**src/rtl/cdc_receiver_if.sv**
```systemverilog
`timescale 1ns/1ps
// Purpose: bundles the handshake-side and downstream-side signals of cdc_receiver.
// Latency: none; this is wiring only.
// Backpressure: dest_ack is withheld by the receiver while Fifo_Full is high.
// Ports:
//   dest_req, dest_in   : word offered by the handshake destination side
//   dest_ack            : acknowledge back to the handshake
//   Data_out/Data_Valid : head of the receive FIFO
//   Data_Read           : downstream pop request
//   Fifo_Full           : FIFO holds FIFO_DEPTH words
//   Word_Count          : accepted-word counter, only with CDC_RECEIVER_WORD_COUNT_EN
// Modports:
//   slave  : the receiver itself
//   master : the environment (handshake side and downstream consumer)
interface cdc_receiver_if #(
  parameter int DATA_LENGTH = 10
);
  logic                   dest_req;
  logic [DATA_LENGTH-1:0] dest_in;
  logic                   dest_ack;
  logic [DATA_LENGTH-1:0] Data_out;
  logic                   Data_Valid;
  logic                   Data_Read;
  logic                   Fifo_Full;
`ifdef CDC_RECEIVER_WORD_COUNT_EN
  logic [15:0]            Word_Count;

  modport slave (
    input  dest_req, dest_in, Data_Read,
    output dest_ack, Data_out, Data_Valid, Fifo_Full, Word_Count
  );
  modport master (
    output dest_req, dest_in, Data_Read,
    input  dest_ack, Data_out, Data_Valid, Fifo_Full, Word_Count
  );
`else
  modport slave (
    input  dest_req, dest_in, Data_Read,
    output dest_ack, Data_out, Data_Valid, Fifo_Full
  );
  modport master (
    output dest_req, dest_in, Data_Read,
    input  dest_ack, Data_out, Data_Valid, Fifo_Full
  );
`endif
endinterface

```
**src/rtl/cdc_receiver.sv**
```systemverilog
`timescale 1ns/1ps
// Purpose: destination endpoint of an external-ack handshake CDC; captures words into a FWFT FIFO.
// Latency: word visible on Data_out one cycle after dest_req is sampled (if FIFO was empty); pop is zero-latency.
// Backpressure: when the FIFO is full dest_ack is withheld, stalling the source domain; nothing is dropped.
// Ports:
//   dest_clk : the only clock
//   reset_b  : asynchronous active-low reset, clears everything including storage
//   bus      : cdc_receiver_if slave modport (handshake in, FIFO head out, Data_Read pop)
// Optional feature: define CDC_RECEIVER_WORD_COUNT_EN to add the 16-bit wrapping Word_Count.
module cdc_receiver #(
  parameter int DATA_LENGTH = 10,
  parameter int FIFO_DEPTH  = 4
) (
  input  logic           dest_clk,
  input  logic           reset_b,
  cdc_receiver_if.slave  bus
);

  localparam int AW = $clog2(FIFO_DEPTH);
  localparam logic [AW:0] FULL_CNT = FIFO_DEPTH[AW:0];

  typedef enum logic {IDLE, ACK} state_t;

  state_t                 state_q, state_d;
  logic                   accept;
  logic                   pop;
  logic                   full;
  logic                   valid;
  logic [AW-1:0]          wr_ptr, rd_ptr;
  logic [AW:0]            count;
  logic [DATA_LENGTH-1:0] mem [FIFO_DEPTH];

  assign full  = (count == FULL_CNT);
  assign valid = (count != '0);
  assign pop   = valid && bus.Data_Read;

  // Ack FSM: state register
  always_ff @(posedge dest_clk or negedge reset_b) begin
    if (!reset_b) state_q <= IDLE;
    else          state_q <= state_d;
  end

  // Ack FSM: next state and write strobe. The full test uses the pre-pop
  // count, so a pop on the same edge only unblocks the write one edge later.
  always_comb begin
    state_d = state_q;
    accept  = 1'b0;
    case (state_q)
      IDLE: begin
        if (bus.dest_req && !full) begin
          accept  = 1'b1;
          state_d = ACK;
        end
      end
      ACK: begin
        // Holding dest_req high here never produces a second write.
        if (!bus.dest_req) state_d = IDLE;
      end
      default: state_d = IDLE;
    endcase
  end

  // FIFO pointers, count and storage
  always_ff @(posedge dest_clk or negedge reset_b) begin
    if (!reset_b) begin
      wr_ptr <= '0;
      rd_ptr <= '0;
      count  <= '0;
      for (int i = 0; i < FIFO_DEPTH; i++) mem[i] <= '0;
    end else begin
      if (accept) begin
        mem[wr_ptr] <= bus.dest_in;
        wr_ptr      <= wr_ptr + 1'b1;
      end
      if (pop) rd_ptr <= rd_ptr + 1'b1;
      case ({accept, pop})
        2'b10:   count <= count + 1'b1;
        2'b01:   count <= count - 1'b1;
        default: count <= count;
      endcase
    end
  end

  assign bus.dest_ack   = (state_q == ACK);
  assign bus.Data_out   = mem[rd_ptr];
  assign bus.Data_Valid = valid;
  assign bus.Fifo_Full  = full;

`ifdef CDC_RECEIVER_WORD_COUNT_EN
  logic [15:0] word_count;

  always_ff @(posedge dest_clk or negedge reset_b) begin
    if (!reset_b)    word_count <= '0;
    else if (accept) word_count <= word_count + 16'd1;
  end

  assign bus.Word_Count = word_count;
`endif

endmodule

```
**src/flat_wrapper.sv**
```systemverilog
// flat-port wrapper written by rule: the top's interface ports become plain ports
module cdc_receiver_flat 
#(
  parameter int DATA_LENGTH = 10,
  parameter int FIFO_DEPTH  = 4
)
  (dest_clk, reset_b, bus_dest_req, bus_dest_in, bus_Data_Read, bus_dest_ack, bus_Data_out, bus_Data_Valid, bus_Fifo_Full);
  cdc_receiver_if #(.DATA_LENGTH(DATA_LENGTH)) bus_i ();
  input  logic dest_clk;
  input  logic reset_b;
  input wire logic [$bits(bus_i.dest_req)-1:0] bus_dest_req;
  input wire logic [$bits(bus_i.dest_in)-1:0] bus_dest_in;
  input wire logic [$bits(bus_i.Data_Read)-1:0] bus_Data_Read;
  output wire logic [$bits(bus_i.dest_ack)-1:0] bus_dest_ack;
  output wire logic [$bits(bus_i.Data_out)-1:0] bus_Data_out;
  output wire logic [$bits(bus_i.Data_Valid)-1:0] bus_Data_Valid;
  output wire logic [$bits(bus_i.Fifo_Full)-1:0] bus_Fifo_Full;
  assign bus_i.dest_req = bus_dest_req;
  assign bus_i.dest_in = bus_dest_in;
  assign bus_i.Data_Read = bus_Data_Read;
  assign bus_dest_ack = bus_i.dest_ack;
  assign bus_Data_out = bus_i.Data_out;
  assign bus_Data_Valid = bus_i.Data_Valid;
  assign bus_Fifo_Full = bus_i.Fifo_Full;
  cdc_receiver #(.DATA_LENGTH(DATA_LENGTH), .FIFO_DEPTH(FIFO_DEPTH)) u_core (.dest_clk(dest_clk), .reset_b(reset_b), .bus(bus_i));
endmodule
```
**config.mk**
```make
export PLATFORM = sky130hd
export DESIGN_NAME = cdc_receiver_flat
export DESIGN_NICKNAME = d
export VERILOG_FILES = /design/src/rtl/cdc_receiver_if.sv /design/src/rtl/cdc_receiver.sv /design/src/flat_wrapper.sv
export SDC_FILE = /design/constraint.sdc
export NUM_CORES = 1
export LEC_CHECK = 0
export ABC_AREA = 0
export CAP_MARGIN = 20
export CORE_MARGIN = 1.5
export CORE_UTILIZATION = 23
export CTS_CLUSTER_SIZE = 16
export DETAILED_ROUTE_END_ITERATION = 8
export SLEW_MARGIN = 25
export SYNTH_ARGS = -nofsm -noshare
export SYNTH_HDL_FRONTEND = slang
export SYNTH_SLANG_ARGS = --single-unit
```
**constraint.sdc**
```tcl
create_clock -name dest_clk -period 2.12 [get_ports dest_clk]
set_clock_uncertainty 0.1 [all_clocks]
set_input_delay 0.53 -clock dest_clk [delete_from_list [all_inputs] [get_ports dest_clk]]
set_output_delay 0.53 -clock dest_clk [all_outputs]
set_load 0.05 [all_outputs]
```
==> results of run 1 <==
## per-layer routing
layer  vias up  share of wire (%)  track usage (%)
met5         -                  0                0
met4         0                1.1            2.348
met3         6                4.2            3.493
met2        21                 47            14.85
met1       644                 47            11.87
li1        577                  -                -
## power by group through the flow
| stage | Sequential, mW | Combinational, mW | Clock [mW] |
|---|---|---|---|
| 6_report | 1.67 | 3.10 | 0.560 |
| 5_1_grt | 1.73 | 3.29 | 0.634 |
| 4_1_cts | 1.66 | 3.15 | 0.593 |
| 3_5_place_dp | 1.67 | 2.96 | 0 |
| 3_3_place_gp | 1.66 | 2.92 | 0 |
| 2_1_floorplan | 1.61 | 2.19 | 0 |
## metrics by stage
step / setup slack (ns) / setup TNS [ns] / total power [mW]
floorplan: -0.3460 / -0.5830 / 3.801
global placement: -0.1934 / -0.6323 / 4.578
detailed placement: -0.2077 / -1.201 / 4.627
CTS: -0.1017 / -0.7561 / 5.403
global route: -0.1555 / -1.291 / 5.648
finish: -0.06937 / -0.4309 / 5.331
## worst max path at each step
| stage | from | end |
|---|---|---|
| 6_report | u_core.rd_ptr[0] | bus_Data_out[9] |
| 5_1_grt | u_core.rd_ptr[0] | bus_Data_out[4] |
| 4_1_cts | u_core.rd_ptr[0] | bus_Data_out[9] |
| 3_5_place_dp | bus_dest_req | u_core.count[2] |
| 3_3_place_gp | bus_dest_req | u_core.count[2] |
| 2_1_floorplan | u_core.count[0] | u_core.count[2] |
## registers in the layout, indices dropped and copies added, names as in the netlist
register / count
u_core.bus.dest_ack: 1
u_core.mem: 40
u_core.rd_ptr: 2
u_core.count: 3
u_core.wr_ptr: 2
## cells in the final DEF (no fill, tap or decap), drive strengths merged
master / n
dfrtp: 48
mux2: 41
buf: 33
clkdlybuf4s50: 12
mux4: 10
inv: 7
clkbuf: 6
ha: 5
nor4bb: 4
xnor2: 3
xor2: 3
nor3b: 2
o31a: 1
or3: 1
a21boi: 1
nor2: 1
nand2: 1
mux2i: 1
fa: 1
clkinv: 1
## logic make-up after synthesis
group | Yosys count
AOI/OAI and AO/OA | 2
xor gates and xnor gates | 6
adders and majority gates | 6
buffers and inverters | 13
DFF | 48
muxes | 52
and+or+nand+nor | 9
## layout make-up
type | instances | area, um2
clock buffers | 6 | 82.58
multi-input cells | 75 | 1151
inverters | 7 | 26.28
repair buffers | 45 | 460.4
flip-flops and latches | 48 | 1204
well taps | 136 | 170.2
clock inverters | 1 | 8.758
fillers | 1047 | 7082
## repair_timing
item                       in CTS  in global routing
resized for setup              12                  2
setup endpoints to repair      10                 12
pin swaps                       0                  1
setup buffers                   1                  0
## worst max-delay path, delay by kind of cell (launching register included)
kind	cells	cell delay, ns
buffers and inverters	2	0.33
muxes	1	0.54
DFF	1	0.39
## Yosys cell counts, drive strengths merged, types with 2 or more instances
| cell type | number |
|---|---|
| nor4bb | 4 |
| xnor2 | 3 |
| nor3b | 2 |
| xor2 | 3 |
| mux4 | 10 |
| mux2 | 41 |
| ha | 5 |
| dfrtp | 48 |
| buf | 5 |
| inv | 7 |
==> run metrics, run 1 <==
status finished, violations left; failing checks negative setup slack; post-synthesis simple-gate area fraction roughly 4.5%; CTS tree built; Worst-Skew Late Latency around 0.30 ns; Crit Path Max Fanout 5; VDD IR max roughly 0.7 mV; Row Count 37; number of global-route vias before repair 1444; #FFs+latches synth 48; final hold vios 0; Synthesized Nets around 160; fmax about 0.46 GHz; post-synthesis cell count between 100 and 150; net load switching power between 2 and 2.5 mW; P_int about 3.3 mW; Max-Cap Viols 0; Compound-Gate Fraction of Synth Area 0.7338%; CP Data Required Time 1.49 ns; crit share post-route 103.3%; setup ws final -0.06937 ns; Final Max Slew Viols 0; hold slack final around 0.060 ns; share of layout cells above drive strength 1 a little under three fifths; IO buf count 26; core area 10180 um2; crit-path cells buf_6 > mux4_2 > buf_6; mux share of post-synthesis cell area 35.48%; I/O pins 27; combinational power share slightly below 60%; Clock Sinks 48; Ant. Diodes 0; number of flops mapped to enable cells by yosys 0; ys flop type dfrtp_1; CP Class reg2out; antenna violations before repair 0; fin cells roughly 320; routed via count 1248; Reg clk slew, reported paths approximately 0.09 ns; reg2reg start u_core.count[0]; Avg Inst Size Synth approximately 18 um2; synth warn 0; drt wl/cell 14.64 um; Crit. End Element output pin; critical path arrival 1.56 ns; Initial Util a little under a quarter; RSZ-0062 raised after global routing yes; hold buffers post-CTS 0; Slew HR 70.71%; register area share after synthesis around half; Final GP Congestion roughly 0.66; min cycle time layout 2.189 ns; Nets between 200 and 250; clock tree buffer depth 2; Routed Antenna Nets 0; Post-Synth XOR/XNOR Area under 10%; delay of the slowest critical-path stage 0.54 ns; worst-margin pin slew roughly 0.44 ns; Design Area, Final 3103 um2; r2r worst-path depth 9; synthesized area roughly 2400 um2; Final Setup Violations 10; leakage approximately 1.3 nW; Vias/cell slightly below 4; cell mode on critical path buf_6; Die Ht ~100 um; Routed WL 4.656 mm; ys async rst share 100.0%; largest cells by area after synthesis dfrtp_1 50%, mux2_4 25%, mux4_2 9.4%; Congestion Overflow GR 0; Worst Hold Class in2async; cell total after placement between 300 and 400; Yosys cell types 21; DRT Pass-1 Iters 4; Power Density ~1700 nW/um2; Yosys top cell area share between 50 and 60%; clock power share a little over a tenth; post-DP HPWL around 3.3 mm; root buf cell clkbuf_8; Final Core Density 30.47%; die width 104.9 um; Area Overhead vs Synth 29.98%; H-tree levels 2; largest family of logic cells by synthesized area multiplexers; placed cell areas 2957 um2; r2r endpoint u_core.count[2]; CTS Buf Count 5; starting DRC count in detailed routing 32; Synth area leader dfrtp_1; Die Footprint around 11000 um2; drt drc 0; Synth Area in Adders ~3.5%; largest net degree at the start of global routing 19; Reg power frac 31.3%; Total GRT Usage under 10%; Slowest-stage cell, CP mux4_2; switching share of total power 38.35%; FF-to-FF setup slack around 0.20 ns; first-pass GRT wire length around 7.8 mm; CP startpoint kind register
No activity file was read; power rests on OpenSTA's default activity.
==> run 2, diff against run 1 <==
PLACE_DENSITY = 0.52   (was not set)
==> run 2 against run 1 <==
The flow still finishes with violations (negative setup slack). Clock power is 21% higher. First-iteration DRC count up 9.4%. Core utilization rose by 0.27 points. Wire length fell by 1.4%. Cell count grew 0.63%. Critical endpoint is now bus_Data_out[8].
==> run metrics, run 2 (same netlist as run 1, synthesis figures left out) <==
crit-path cells buf_12 > mux4_2 > buf_6; core area 10180 um2 (unchanged); Vias/cell 3.894 (-0.78%); fin cells 320 (+0.63%); post-DP HPWL 3.337 mm (+2.1%); Die Footprint 11000 um2 (unchanged); first-pass GRT wire length 7.831 mm (+0.36%); final hold vios 0 (unchanged); Post-CTS Setup Bufs 0 (-1); placed cell areas 2972 um2 (+0.51%); net load switching power 2.048 mW (+0.19%); routed via count 1246 (-0.16%); post-place setup slack -0.1913 ns (+0.01639 ns); share of layout cells above drive strength 1 57.07% (-0.078 points); Final Core Density 30.74% (+0.27 points); hold slack final 0.1216 ns (+0.06131 ns); # fillers 1018 (-2.8%); IO buf count 26 (unchanged); I/O pins 27 (unchanged); combinational power share 56.6% (-1.6 points); Crit. End Element output pin; Worst Hold Class in2async; most common cell after layout, fill and taps aside dfrtp_1; Area Overhead vs Synth 31.13%; H-tree levels 2 (unchanged); number of global-route vias before repair 1480 (+2.5%); die width 104.9 um (unchanged); Sequential Area 1202 um2 (-0.10%); delay of the slowest critical-path stage 0.52 ns (-0.02 ns); Power Density 1736 nW/um2 (+1.1%); RSZ-0062 raised after global routing yes; clock power share 12.4% (+1.9 points); Nets 203 (+0.50%); CP Data Required Time 1.49 ns (about the same); post-route setup TNS -0.5806 ns (-0.1498 ns); CP Class reg2out; FF-to-FF setup slack 0.16 ns (-0.04 ns); worst-margin pin slew 0.6073 ns (+0.1679 ns); largest net degree at the start of global routing 26 (+7); number of flip-flops in the largest register 40 (unchanged); Worst-Skew Late Latency 0.30 ns (about the same); sum of buffers and inverters on the critical path 2 (unchanged); Ant. Diodes 0 (unchanged); CTS tree built; VDD IR max 0.5907 mV (-15%); Routed Antenna Nets 0 (unchanged); hold buffers post-CTS 0 (unchanged); Tot Pwr 5.435 mW (+1.9%); Crit Path Max Fanout 8 (+3); Clock Sinks 48 (unchanged); Design Area, Final 3131 um2 (+0.89%); cell total after placement 312 (+0.65%); setup ws final -0.07100 ns (-0.001627 ns); Reg clk slew, reported paths 0.10 ns (about the same); Row Count 37 (unchanged); Die Ht 104.9 um (unchanged); CTS Buf Count 5 (unchanged); antenna violations before repair 0 (unchanged); drt drc 0 (unchanged); Final Max Slew Viols 0 (unchanged); clock tree buffer depth 2 (unchanged); reg2reg start u_core.count[0]; Top Registers u_core.mem (40), u_core.count (3); P_int 3.387 mW (+3.0%); status finished, violations left; Total GRT Usage 9.227% (-0.082 points); root buf cell clkbuf_8; commonest non-fill, non-tap cells in the layout 47 x dfrtp_1, 40 x mux2_4, 18 x buf_4, 12 x clkdlybuf4s50_1, 11 x buf_6; Initial Util 23.44% (unchanged); Final Setup Violations 10 (unchanged); crit share post-route 103.3% (about the same); starting DRC count in detailed routing 35 (+9.4%); Biggest register u_core.mem; Routed WL 4.592 mm (-1.4%); failing checks negative setup slack; area occupied by multi-input gates 1151 um2 (unchanged); drt wl/cell 14.35 um (-2.0%); DRT Pass-1 Iters 3 (-1); CP delay by family, top multiplexers; min cycle time layout 2.191 ns (+0.001627 ns); critical path arrival 1.56 ns (about the same); Reg power frac 30.9% (-0.4 points); leakage 1.367 nW (+1.5%); fmax 0.4564 GHz (about the same); r2r worst-path depth 9 (unchanged); r2r endpoint u_core.count[2]; Slowest-stage cell, CP mux4_2; Congestion Overflow GR 0 (unchanged); Max-Cap Viols 0 (unchanged); CP startpoint kind register; switching share of total power 37.68% (-0.66 points); Slew HR 59.52% (-11 points); Final GP Congestion 0.6966 (+5.3%)
run 2: changes by cell type in the layout (fill, tap and decap cells not counted), sizes merged:
cell	change
buf	+1
clkinv	+1
clkbuf	-1
bufinv	+1
run 2: routing by layer:
layer / GRT usage [%] / wire [um] / share of wire (%)
met1: 12.19 / 2147 / 47
met2: 14.66 / 2190 / 48
met3: 2.870 / 203 / 4.4
met4: 2.348 / 51 / 1.1
met5: 0 / 0 / 0
run 2: cell type report:
| cell class | count | area share, % |
|---|---|---|
| well taps | 136 | 5.436 |
| multi-input cells | 75 | 36.77 |
| flip-flops and latches | 48 | 38.41 |
| repair buffers | 46 | 14.83 |
| inverters | 7 | 0.8393 |
| clock buffers | 5 | 2.198 |
| clock inverters | 3 | 1.519 |
run 2: worst max-delay path by stage:
stage          cells past startpoint             start               to
6_report                           3  u_core.rd_ptr[0]  bus_Data_out[8]
5_1_grt                            3  u_core.rd_ptr[0]  bus_Data_out[6]
4_1_cts                            3  u_core.rd_ptr[0]  bus_Data_out[8]
3_5_place_dp                       9      bus_dest_req  u_core.count[2]
3_3_place_gp                       9      bus_dest_req  u_core.count[2]
2_1_floorplan                      9   u_core.count[0]  u_core.count[2]
run 2: timing repair:
action                     in CTS  in global routing
gates resized for setup        10                  2
setup endpoints to repair      10                 12
pin swaps                       0                  0
run 2: power groups by stage:
stage	clock, mW	sequential, mW	combinational (mW)
floorplan	0	1.61	2.19
global placement	0	1.69	2.93
detailed placement	0	1.69	2.97
CTS	0.713	1.68	3.12
global route	0.748	1.75	3.26
finish	0.675	1.68	3.08
==> run 3, diff against run 2 <==
SKIP_CTS_REPAIR_TIMING = 1   (was not set)
==> run 3 against run 2 <==
The flow still finishes with violations (negative setup slack). Sequential power barely moved. Global-route usage hardly changed. First-iteration DRC count down 8.6%. Non-clock buffer count up 1. Clock-buffer cell count did not move. Hold slack hardly changed. Critical path depth unchanged. Cell count up 0.31%. Setup slack worse by 0.017 ns. Power increased by 0.43%. Critical endpoint unchanged. Largest cell class unchanged.
==> run metrics, run 3 (same netlist as run 1, synthesis figures left out) <==
Congestion Overflow GR 0 (unchanged); CP startpoint kind register; Ant. Diodes 0 (unchanged); status finished, violations left; critical path arrival 1.58 ns (+0.02 ns); fin cells 321 (+0.31%); hold slack final 0.1215 ns (-0.00001200 ns); Reg clk slew, reported paths 0.10 ns (about the same); CP Data Required Time 1.49 ns (about the same); r2r worst-path depth 9 (unchanged); delay of the slowest critical-path stage 0.52 ns (about the same); area occupied by multi-input gates 1151 um2 (unchanged); Final GP Congestion 0.6966 (unchanged); DRT Pass-1 Iters 3 (unchanged); Die Footprint 11000 um2 (unchanged); Vias/cell 3.897 (about the same); H-tree levels 2 (unchanged); r2r endpoint u_core.count[2]; die width 104.9 um (unchanged); IO buf count 26 (unchanged); number of flip-flops in the largest register 40 (unchanged); final hold vios 0 (unchanged); Slew HR 59.45% (-0.069 points); Nets 204 (+0.49%); drt wl/cell 14.34 um (about the same); CTS tree built; largest net degree at the start of global routing 26 (unchanged); Top Registers u_core.mem (40), u_core.count (3); Crit. End Element output pin; Tot Pwr 5.458 mW (+0.43%); root buf cell clkbuf_8; fmax 0.4529 GHz (-0.76%); antenna violations before repair 0 (unchanged); Slowest-stage cell, CP mux4_2; Clock Sinks 48 (unchanged); Final Setup Violations 10 (unchanged); Routed Antenna Nets 0 (unchanged); CP Class reg2out; Routed WL 4.602 mm (+0.22%); FF-to-FF setup slack 0.16 ns (about the same); Crit Path Max Fanout 8 (unchanged); Power Density 1737 nW/um2 (about the same); Total GRT Usage 9.214% (-0.013 points); Sequential Area 1202 um2 (unchanged); Worst setup startpoint u_core.rd_ptr[0]; post-place setup slack -0.1913 ns (unchanged); I/O pins 27 (unchanged); RSZ-0062 raised after global routing yes; share of layout cells above drive strength 1 57.30% (+0.23 points); drt drc 0 (unchanged); Max-Cap Viols 0 (unchanged); Die Ht 104.9 um (unchanged); setup ws final -0.08780 ns (-0.01680 ns); routed via count 1251 (+0.40%); Worst Hold Class in2async; commonest non-fill, non-tap cells in the layout 47 x dfrtp_1, 40 x mux2_4, 18 x buf_4, 12 x clkdlybuf4s50_1, 12 x buf_6; crit share post-route 104.1% (+0.79 points); Area Overhead vs Synth 31.60%; clock tree buffer depth 2 (unchanged); failing checks negative setup slack; core area 10180 um2 (unchanged); Biggest register u_core.mem; worst-margin pin slew 0.6083 ns (+0.001035 ns); cell total after placement 312 (unchanged); Final Max Slew Viols 0 (unchanged); reg2reg start u_core.count[0]; crit-path cells buf_12 > mux4_2 > buf_6; Worst-Skew Late Latency 0.30 ns (about the same); most common cell after layout, fill and taps aside dfrtp_1; number of global-route vias before repair 1470 (-0.68%); VDD IR max 0.5910 mV (about the same); post-DP HPWL 3.337 mm (unchanged); CTS Buf Count 5 (unchanged); Row Count 37 (unchanged); leakage 1.373 nW (+0.44%); min cycle time layout 2.208 ns (+0.01680 ns); # fillers 1019 (+0.098%); first-pass GRT wire length 7.817 mm (-0.18%); Initial Util 23.44% (unchanged); starting DRC count in detailed routing 32 (-8.6%)
==> run 3: changes by cell type in the layout (fill, tap and decap cells not counted) <==
| cell | change |
|---|---|
| buf_6 | +1 |
==> run 3: metrics by stage <==
stage / util (%) / instance area (um2) / setup TNS, ns
2_1_floorplan: - / 2397 / -0.5830
3_3_place_gp: 29.18 / 2972 / -0.6310
3_5_place_dp: 29.18 / 2972 / -0.7456
4_1_cts: 30.32 / 3088 / -1.057
5_1_grt: 30.85 / 3142 / -1.305
6_report: 30.85 / 3142 / -0.6654
==> run 3: final cells by class <==
type                    instances  area share, %
flip-flops and latches         48          38.27
multi-input cells              75          36.64
repair buffers                 47          15.13
well taps                     136          5.416
clock buffers                   5          2.190
clock inverters                 3          1.513
inverters                       7         0.8363
==> run 3: worst max-delay path by stage <==
stage	end
CTS	bus_Data_out[8]
detailed placement	u_core.count[2]
floorplan	u_core.count[2]
global route	bus_Data_out[8]
global placement	u_core.count[2]
finish	bus_Data_out[8]
==> run 3: where the power goes <==
part           internal, mW  total, mW  leakage (nW)  switching (mW)
logic                  1.67       3.10         0.742            1.43
registers              1.38       1.68         0.573           0.303
clock network         0.355      0.676        0.0583           0.321
==> run 3: critical path: cells and delay by family, from the launching register on <==
family	cells	cell delay [ns]
buffers and inverters	2	0.33
DFF	1	0.41
muxes	1	0.52
==> run 3: metal layers <==
layer  global-route usage [%]  part of all wire (%)  vias to the layer above
met3                    2.807                   4.2                        6
met4                    2.348                   1.1                        0
li1                         -                     -                      586
met1                    12.26                    47                      639
met2                    14.57                    48                       20
met5                        0                     0                        -
